[src/rtl/ssd_pkg.sv]
// rtl/ssd_pkg.sv - shared segment patterns, converter states and core state codes for the score display
package ssd_pkg;

    localparam int MAX_DISP = 9999;
    localparam logic [3:0] FAIL_STATE = 4'd3;

    // Active-low segments, bit6 = Ca ... bit0 = Cg.
    localparam logic [6:0] SEG_0     = 7'b0000001;
    localparam logic [6:0] SEG_1     = 7'b1001111;
    localparam logic [6:0] SEG_2     = 7'b0010010;
    localparam logic [6:0] SEG_3     = 7'b0000110;
    localparam logic [6:0] SEG_4     = 7'b1001100;
    localparam logic [6:0] SEG_5     = 7'b0100100;
    localparam logic [6:0] SEG_6     = 7'b0100000;
    localparam logic [6:0] SEG_7     = 7'b0001111;
    localparam logic [6:0] SEG_8     = 7'b0000000;
    localparam logic [6:0] SEG_9     = 7'b0000100;
    localparam logic [6:0] SEG_BLANK = 7'h7F;

    typedef enum logic [1:0] {
        IDLE  = 2'd0,
        SHIFT = 2'd1,
        DONE  = 2'd2
    } conv_state_e;

    function automatic logic [6:0] seg_decode(input logic [3:0] d);
        logic [6:0] s;
        case (d)
            4'd0:    s = SEG_0;
            4'd1:    s = SEG_1;
            4'd2:    s = SEG_2;
            4'd3:    s = SEG_3;
            4'd4:    s = SEG_4;
            4'd5:    s = SEG_5;
            4'd6:    s = SEG_6;
            4'd7:    s = SEG_7;
            4'd8:    s = SEG_8;
            4'd9:    s = SEG_9;
            default: s = SEG_BLANK;
        endcase
        return s;
    endfunction

endpackage

[src/rtl/bin2bcd_serial.sv]
// rtl/bin2bcd_serial.sv - serial double-dabble converter, one bit per cycle, result register updated only on completion
module bin2bcd_serial
    import ssd_pkg::*;
#(
    parameter int BIN_W = 14
) (
    input  logic             clk_i,
    input  logic             rst_i,
    input  logic             start_i,
    input  logic [BIN_W-1:0] bin_i,
    output logic             busy_o,
    output logic             done_o,
    output logic [15:0]      bcd_o
);

    localparam int SH_W  = 16 + BIN_W;
    localparam int CNT_W = $clog2(BIN_W + 1);

    conv_state_e      state_q;
    logic [CNT_W-1:0] cnt_q;
    logic [SH_W-1:0]  sh_q;
    logic [SH_W-1:0]  sh_d;

    // BCD digits sit above the binary bits; correct every nibble before the shift.
    always_comb begin
        sh_d = sh_q;
        for (int i = 0; i < 4; i++) begin
            if (sh_q[BIN_W + 4*i +: 4] >= 4'd5) begin
                sh_d[BIN_W + 4*i +: 4] = sh_q[BIN_W + 4*i +: 4] + 4'd3;
            end
        end
        sh_d = sh_d << 1;
    end

    always_ff @(posedge clk_i) begin
        if (rst_i) begin
            state_q <= IDLE;
            cnt_q   <= '0;
            sh_q    <= '0;
            busy_o  <= 1'b0;
            done_o  <= 1'b0;
            bcd_o   <= '0;
        end else begin
            done_o <= 1'b0;
            case (state_q)
                IDLE: begin
                    if (start_i) begin
                        sh_q    <= {16'b0, bin_i};
                        cnt_q   <= '0;
                        busy_o  <= 1'b1;
                        state_q <= SHIFT;
                    end
                end
                SHIFT: begin
                    sh_q  <= sh_d;
                    cnt_q <= cnt_q + CNT_W'(1);
                    if (cnt_q == CNT_W'(BIN_W - 1)) begin
                        state_q <= DONE;
                    end
                end
                DONE: begin
                    bcd_o   <= sh_q[BIN_W +: 16];
                    busy_o  <= 1'b0;
                    done_o  <= 1'b1;
                    state_q <= IDLE;
                end
                default: state_q <= IDLE;
            endcase
        end
    end

endmodule

[src/rtl/score_ssd_driver.sv]
// rtl/score_ssd_driver.sv - score to 4-digit multiplexed seven-segment driver; optional SSD_GAMEOVER_BLINK_EN blinks on game over
module score_ssd_driver
    import ssd_pkg::*;
#(
    parameter int SCORE_W = 14,
    parameter int SCAN_W  = 18
) (
    input  logic               CLK,
    input  logic               RESET,
    input  logic [SCORE_W-1:0] score,
    input  logic [3:0]         state,
    output logic [6:0]         ssdOut,
    output logic [3:0]         anode,
    output logic               busy
);

    logic [SCORE_W-1:0] last_score_q;
    logic [SCORE_W-1:0] clamp_score;
    logic               conv_busy;
    logic               conv_done_unused;
    logic               start;
    logic [15:0]        disp_bcd;

    assign clamp_score = (score > SCORE_W'(MAX_DISP)) ? SCORE_W'(MAX_DISP) : score;
    // The converter is idle exactly when busy is low, so a pending change restarts it right after DONE.
    assign start = (score != last_score_q) && !conv_busy;
    assign busy  = conv_busy;

    bin2bcd_serial #(
        .BIN_W(SCORE_W)
    ) u_bin2bcd (
        .clk_i  (CLK),
        .rst_i  (RESET),
        .start_i(start),
        .bin_i  (clamp_score),
        .busy_o (conv_busy),
        .done_o (conv_done_unused),
        .bcd_o  (disp_bcd)
    );

    logic [SCAN_W-1:0] scan_q;
    logic [1:0]        sel;
    logic [3:0]        digit;
    logic              blank;
    logic [6:0]        seg_d;
    logic [3:0]        anode_d;
    logic [6:0]        seg_q;
    logic [3:0]        anode_q;
    logic              blank_all;

    assign sel = scan_q[SCAN_W-1 -: 2];

    always_comb begin
        blank   = 1'b0;
        digit   = disp_bcd[{sel, 2'b00} +: 4];
        case (sel)
            2'd1:    blank = (disp_bcd[15:4] == 12'd0);
            2'd2:    blank = (disp_bcd[15:8] == 8'd0);
            2'd3:    blank = (disp_bcd[15:12] == 4'd0);
            default: blank = 1'b0;
        endcase
        seg_d   = blank ? SEG_BLANK : seg_decode(digit);
        anode_d = ~(4'b0001 << sel);
    end

`ifdef SSD_GAMEOVER_BLINK_EN
    logic [24:0] blink_q;

    always_ff @(posedge CLK) begin
        if (RESET || (state != FAIL_STATE)) begin
            blink_q <= '0;
        end else begin
            blink_q <= blink_q + 25'd1;
        end
    end

    assign blank_all = blink_q[24];
`else
    logic state_unused;
    assign state_unused = ^state;
    assign blank_all    = 1'b0;
`endif

    always_ff @(posedge CLK) begin
        if (RESET) begin
            scan_q       <= '0;
            anode_q      <= 4'hF;
            seg_q        <= SEG_BLANK;
            last_score_q <= '0;
        end else begin
            scan_q  <= scan_q + SCAN_W'(1);
            anode_q <= blank_all ? 4'hF : anode_d;
            seg_q   <= seg_d;
            if (start) begin
                last_score_q <= score;
            end
        end
    end

    assign ssdOut = seg_q;
    assign anode  = anode_q;

endmodule

[config.mk]
export PLATFORM = sky130hd
export DESIGN_NAME = score_ssd_driver
export DESIGN_NICKNAME = d
export VERILOG_FILES = /design/src/rtl/ssd_pkg.sv /design/src/rtl/bin2bcd_serial.sv /design/src/rtl/score_ssd_driver.sv
export SDC_FILE = /design/constraint.sdc
export NUM_CORES = 1
export LEC_CHECK = 0
export ABC_AREA = 1
export CAP_MARGIN = 20
export CORE_MARGIN = 4
export CORE_UTILIZATION = 55
export DETAILED_ROUTE_END_ITERATION = 6
export PLACE_DENSITY = 0.83
export SYNTH_ARGS = -nofsm -noshare
export SYNTH_HDL_FRONTEND = slang
export SYNTH_SLANG_ARGS = --single-unit
[constraint.sdc]
create_clock -name CLK -period 2.23 [get_ports CLK]
set_input_delay 0.3345 -clock CLK [delete_from_list [all_inputs] [get_ports CLK]]
set_output_delay 0.3345 -clock CLK [all_outputs]
set_load 0.01 [all_outputs]
======== Yosys cells after proc, flatten, opt, wreduce, memory -nomap -nowiden ========
Memories as Yosys holds them, arrays and structs flattened. A register that Yosys moved wholly into a read port is not among the register bits.
Cells that the tools add are included.
storage, ports and cells
  memory bits (writable) .................. 0
  bits in latches ......................... 0
  word-level logic and storage cells ...... 59
  memories ................................ 1
  output and inout port bits .............. 12
  register bits after elaboration ......... 89
  ROM bits ................................ 112
memories
  name              depth  width  read ports  clocked after memory_dff  wr ports  line           text
  (name not given)  16     7      1           1                         0         ssd_pkg.sv:28  case (d)
operators by class
  equal/unequal tests ..................... 9
  order comparisons ....................... 5
  $add $sub $neg .......................... 6
  mux-type cells .......................... 15
  bitwise logic cells ..................... 1
  reduce and logical (&&, ||, !) cells .... 12
  multiply operators ...................... 0
  divide/modulo/power cells ............... 0
  shift-type cells ........................ 2
operator list
  kind                                                                   number
  30-bit one-hot mux with 2 select lines                                 1
  30-bit 2-to-1 mux                                                      1
  18-bit by 1-bit adder with 18-bit output, second input constant        1
  4-bit by 3-bit >= comparator with 1-bit output, second input constant  4
  4-bit 2-to-1 mux                                                       4
  16-bit by 5-bit variable part select with 4-bit output                 1
  14-bit > comparator, second input constant                             1
  14-bit 2-to-1 mux                                                      1
  14-bit inequality test                                                 1
  4-bit by 2-bit adder with 4-bit output, second input constant          3
  12-bit logical NOT                                                     1
  8-bit logical NOT                                                      1
  4-bit one-hot mux with 2 select lines                                  1
  2-bit == test, second input constant                                   3
  2-bit AND reduction                                                    3
  4-bit by 1-bit adder with 4-bit output, second input constant          1
  2-bit by 1-bit == test with 1-bit output, second input constant        2
  4-bit == test, second input constant                                   1
  4-bit logical NOT                                                      1
  2-bit 2-to-1 mux                                                       2
  4-bit inverter                                                         1
  2-bit one-hot mux with 2 select lines                                  1
  2-bit nonzero test                                                     2
  1-bit by 2-bit left shift with 4-bit output, first input constant      1
  11 further kinds                                                       11

======== Logic depth before layout (Yosys ltp) ========
  depth after elaboration ................. 4
  depth in mapped cells ................... 13
  gate-level depth less buffers ........... 12

======== Modules after synthesis ========
From an unflattened synthesis, not the netlist that was laid out.
second synthesis, totals
  cells, all modules ...................... 701
  area total of the unflattened synthesis .. 4850.9 um^2
by module, submodules not included
  module            area each (um^2)  instances  cells each
  score_ssd_driver  2433.6            1          375
  bin2bcd_serial    2417.3            1          326

======== Worst setup path after synthesis ========
No wires, ideal clock.
  kind .................................... register -> register
  from .................................... register scan_q[17]
  to ...................................... register seg_q[6] (netlist: ssdOut[6])
  arrival time ............................ 1.683 ns
  setup slack ............................. 0.405 ns
  path buffers ............................ 1
  library setup time ...................... 0.142 ns
  clock period less this slack ............ 1.825 ns
  stages on the path, launching flop included .. 12
  cell sequence ........................... dfxtp_1 > buf_2 > nor2_1 > nand2_1 > inv_1 > nor3_1 > inv_1 > ha_1 > o21ai_0 > inv_1 > o21ai_1 > nand3_1
on the way
  word-level cells in the longest chain between the ends .. 3
  elaborated cells on any way between the ends .. 6
  classes of those cells .................. eq/ne (3); shift (1); mux (1); reduce/logical (1)
RTL lines
  item                                                                              line                    text
  from (decl)                                                                       score_ssd_driver.sv:41  logic [SCAN_W-1:0] scan_q;
  from (signal assigned)                                                            score_ssd_driver.sv:91  scan_q <= scan_q + SCAN_W'(1);
  2-bit == test / 2-bit by 1-bit == test with 1-bit output (equally long branches)  score_ssd_driver.sv:56  case (sel)
  1-bit one-hot mux with 3 select lines                                             score_ssd_driver.sv:56
  2-bit OR reduction (no line)                                                      --
  to (decl)                                                                         score_ssd_driver.sv:47  logic [6:0] seg_q;
Parallel ways exist; a longest one is shown, timed or not.
A chain may end at the register's enable or synchronous reset.

======== Worst setup path in the final report ========
Same ends and word-level chain as after synthesis.

==> metrics <==
Final Cycle Share=0.8706; Combinational Power Share=0.185; cell taking the most area after synthesis=dfxtp_1; Slew Limit Fails=0; worst clock skew=around 12 ps; Worst Tran Pin Value=658.5 ps; DRT Wirelength=9750 um; Synth top area share=0.4133; Clock Power Share=0.309; post-route insts no fill=about 800; Net Sw Power=around 1100 uW; total grt overflow=0; via count of the first global-routing pass=between 3000 and 4000; fraction of layout cells with a size suffix above 1=0.08646; Pwr Density=between 700 and 800 nW/um2; Hold-fix buffers, CTS=0; status=finished clean; crit path kind=reg -> reg; Pint=about 2700 uW; Detailed Place HPWL=7023 um; Clock Path Buffers=2; Yosys reg bits=between 90 and 100; via count=roughly 4200; CP max FO=8; Post-CTS Resized=0; Hold Vio Cnt, Final=0; Placed Cells=roughly 800; sequential fraction of the synthesis area=0.4133; cts bufs inserted=9; Setup crit end kind=register; Placer Congestion=between 0.8 and 0.9; relative max-transition margin=0.5604; Setup TNS Final=0 ps; Filler cells=710; initial core utilization=0.5659; CP arrival=~2200 ps; Setup crit start kind=register; max_cap viols=0; Flop pwr share=0.506; wire per inst=~12 um; All-Layer GR Usage=0.2000; syn nets=700; die width=between 90 and 100 um; initial antenna violation count=0; IO Port Bufs=27; synthesized area per cell=between 7 and 8 um2; DRT Pass-1 Iters=5; minimum clock period=1941 ps; Main synth FF type=dfxtp_1; synth top area cells=dfxtp_1, nand2_1, nor2_1, inv_1, o21ai_0; Mapped Area=4649 um2; clock root buffer=clkbuf_8; drc violations=0; # diodes=0; num ports=32; FFs w/ async S/R, synth=0; Leak=0.002290 uW; core area=just over 8000 um2; gate count after technology mapping=~660; number of synthesized flops with an enable pin=0; Sw Share=0.2870; CTS clock-pin slew for the worst setup and hold paths=~90 ps; maximum VDD drop=390.5 uV; first-pass GRT wire length=around 17000 um; CTS tree=done; Fmax=between 0.5 and 0.6 GHz; Area growth syn-to-layout=12.94%; Site Rows=33; YS warnings=0; Setup-failing EPs final=0; RSZ-0062 raised after global routing=no; post-synthesis cell type count=39; pin count of the biggest net entering global routing=44; Detail Route Antenna Nets=0; DIE HEIGHT=around 100 um; HP Class=reg -> reg; worst hold slack=454.7 ps; clk sink count=96; Iter 0 DRT Violations=~230; nets=slightly above 700; vias per cell=5.274; Clk Latency, worst-skew pair=350 ps; Crit path required time=about 2500 ps; Die Area=9989 um2; H-tree depth=3; post-CTS setup buffer count=0
## flip-flops by register name, indices dropped and copies added, names as in the netlist
| signal | flops |
|---|---|
| u_bin2bcd.state_q | 2 |
| u_bin2bcd.sh_q | 30 |
| u_bin2bcd.busy_o | 1 |
| u_bin2bcd.cnt_q | 4 |
| last_score_q | 14 |
| scan_q | 18 |
| u_bin2bcd.bcd_o | 16 |
| ssdOut | 7 |
| anode | 4 |
## synth_stat cells, types with 2 or more instances
library cell and number:
nand3b_1 4, nand2_1 135, nor3_1 9, or2_2 6, nand2_2 10, inv_1 77
inv_2 10, buf_2 6, o21ai_0 57, clkbuf_1 12, a21oi_1 52, buf_1 2
ha_1 17, nand3_1 42, o211ai_1 7, xnor2_1 4, nand4_1 6, a22oi_1 3
o22ai_1 3, a31oi_1 3, nor2_1 85, dfxtp_1 96
## critical path: stages (launching register included)
cell and delay (ps):
dfxtp_1 510, nand2_1 200, nor2_1 130, a31oi_1 60
nand2_1 210, inv_1 120, ha_1 190, o21ai_0 150
inv_1 70, o21ai_1 80, nand3_1 80
## layer usage
layer | global-route usage | share of wire | routed length [um] | vias up
li1 | - | - | - | 2181
met1 | 0.2598 | 0.46 | 4466 | 1898
met2 | 0.3397 | 0.47 | 4579 | 119
met3 | 0.03127 | 0.058 | 566 | 16
met4 | 0.06618 | 0.014 | 138 | 0
met5 | 0 | 0 | 0 | -
## per-stage QoR
stage          power [uW]    util  cell area, um2  worst slack, ps
2_1_floorplan        2439       -            4649            405.5
3_3_place_gp         2593  0.6140            5045            132.2
3_5_place_dp         2627  0.6140            5045            87.13
4_1_cts              3789  0.6391            5251            314.6
5_1_grt              3957  0.6391            5251            69.88
6_report             3758  0.6391            5251            288.6
## power by group through the flow
stage / combinational [uW] / sequential [uW] / clock, uW
finish: 696 / 1900 / 1160
global route: 784 / 1920 / 1250
CTS: 695 / 1900 / 1190
detailed placement: 685 / 1940 / 0
global placement: 658 / 1930 / 0
floorplan: 508 / 1930 / 0
## final timing paths
check        startpoint  slack [ps]        end  depth (start not counted)
max          scan_q[17]         290  ssdOut[6]                         10
min           scan_q[0]         450  scan_q[0]                          1
min reg2reg   scan_q[0]         450  scan_q[0]                          1
max reg2reg  scan_q[17]         290  ssdOut[6]                         10
## layout by cell type, fill, tap and decap left out, drive strengths merged, types with 9 or more instances in the layout
cell type,count
buf,11
dfxtp,96
ha,17
a21oi,52
inv,88
nand2,146
o21ai,59
clkbuf,12
clkdlybuf4s50,27
nor3,9
nand3,43
nor2,88
## cells by family after synthesis
| logic type | after synthesis | synth area share |
|---|---|---|
| flip-flops | 96 | 0.4133 |
| AND/OR/NAND/NOR | 304 | 0.2842 |
| buffers and inverters | 110 | 0.09472 |
| XOR/XNOR | 5 | 0.009418 |
| adder cells (fa/ha/maj) | 17 | 0.04575 |
| AO/OA/AOI/OAI | 131 | 0.1526 |
## cell type report
class	count	area, um2	share of cell area
inverters	87	326.6	0.06219
multi-input cells	457	2287	0.4355
repair buffers	38	377.9	0.07196
clock inverters	4	51.30	0.009769
clock buffers	12	155.1	0.02954
flip-flops and latches	96	1922	0.3660
well taps	105	131.4	0.02502
Note: power is estimated with default switching activity, not from simulation.
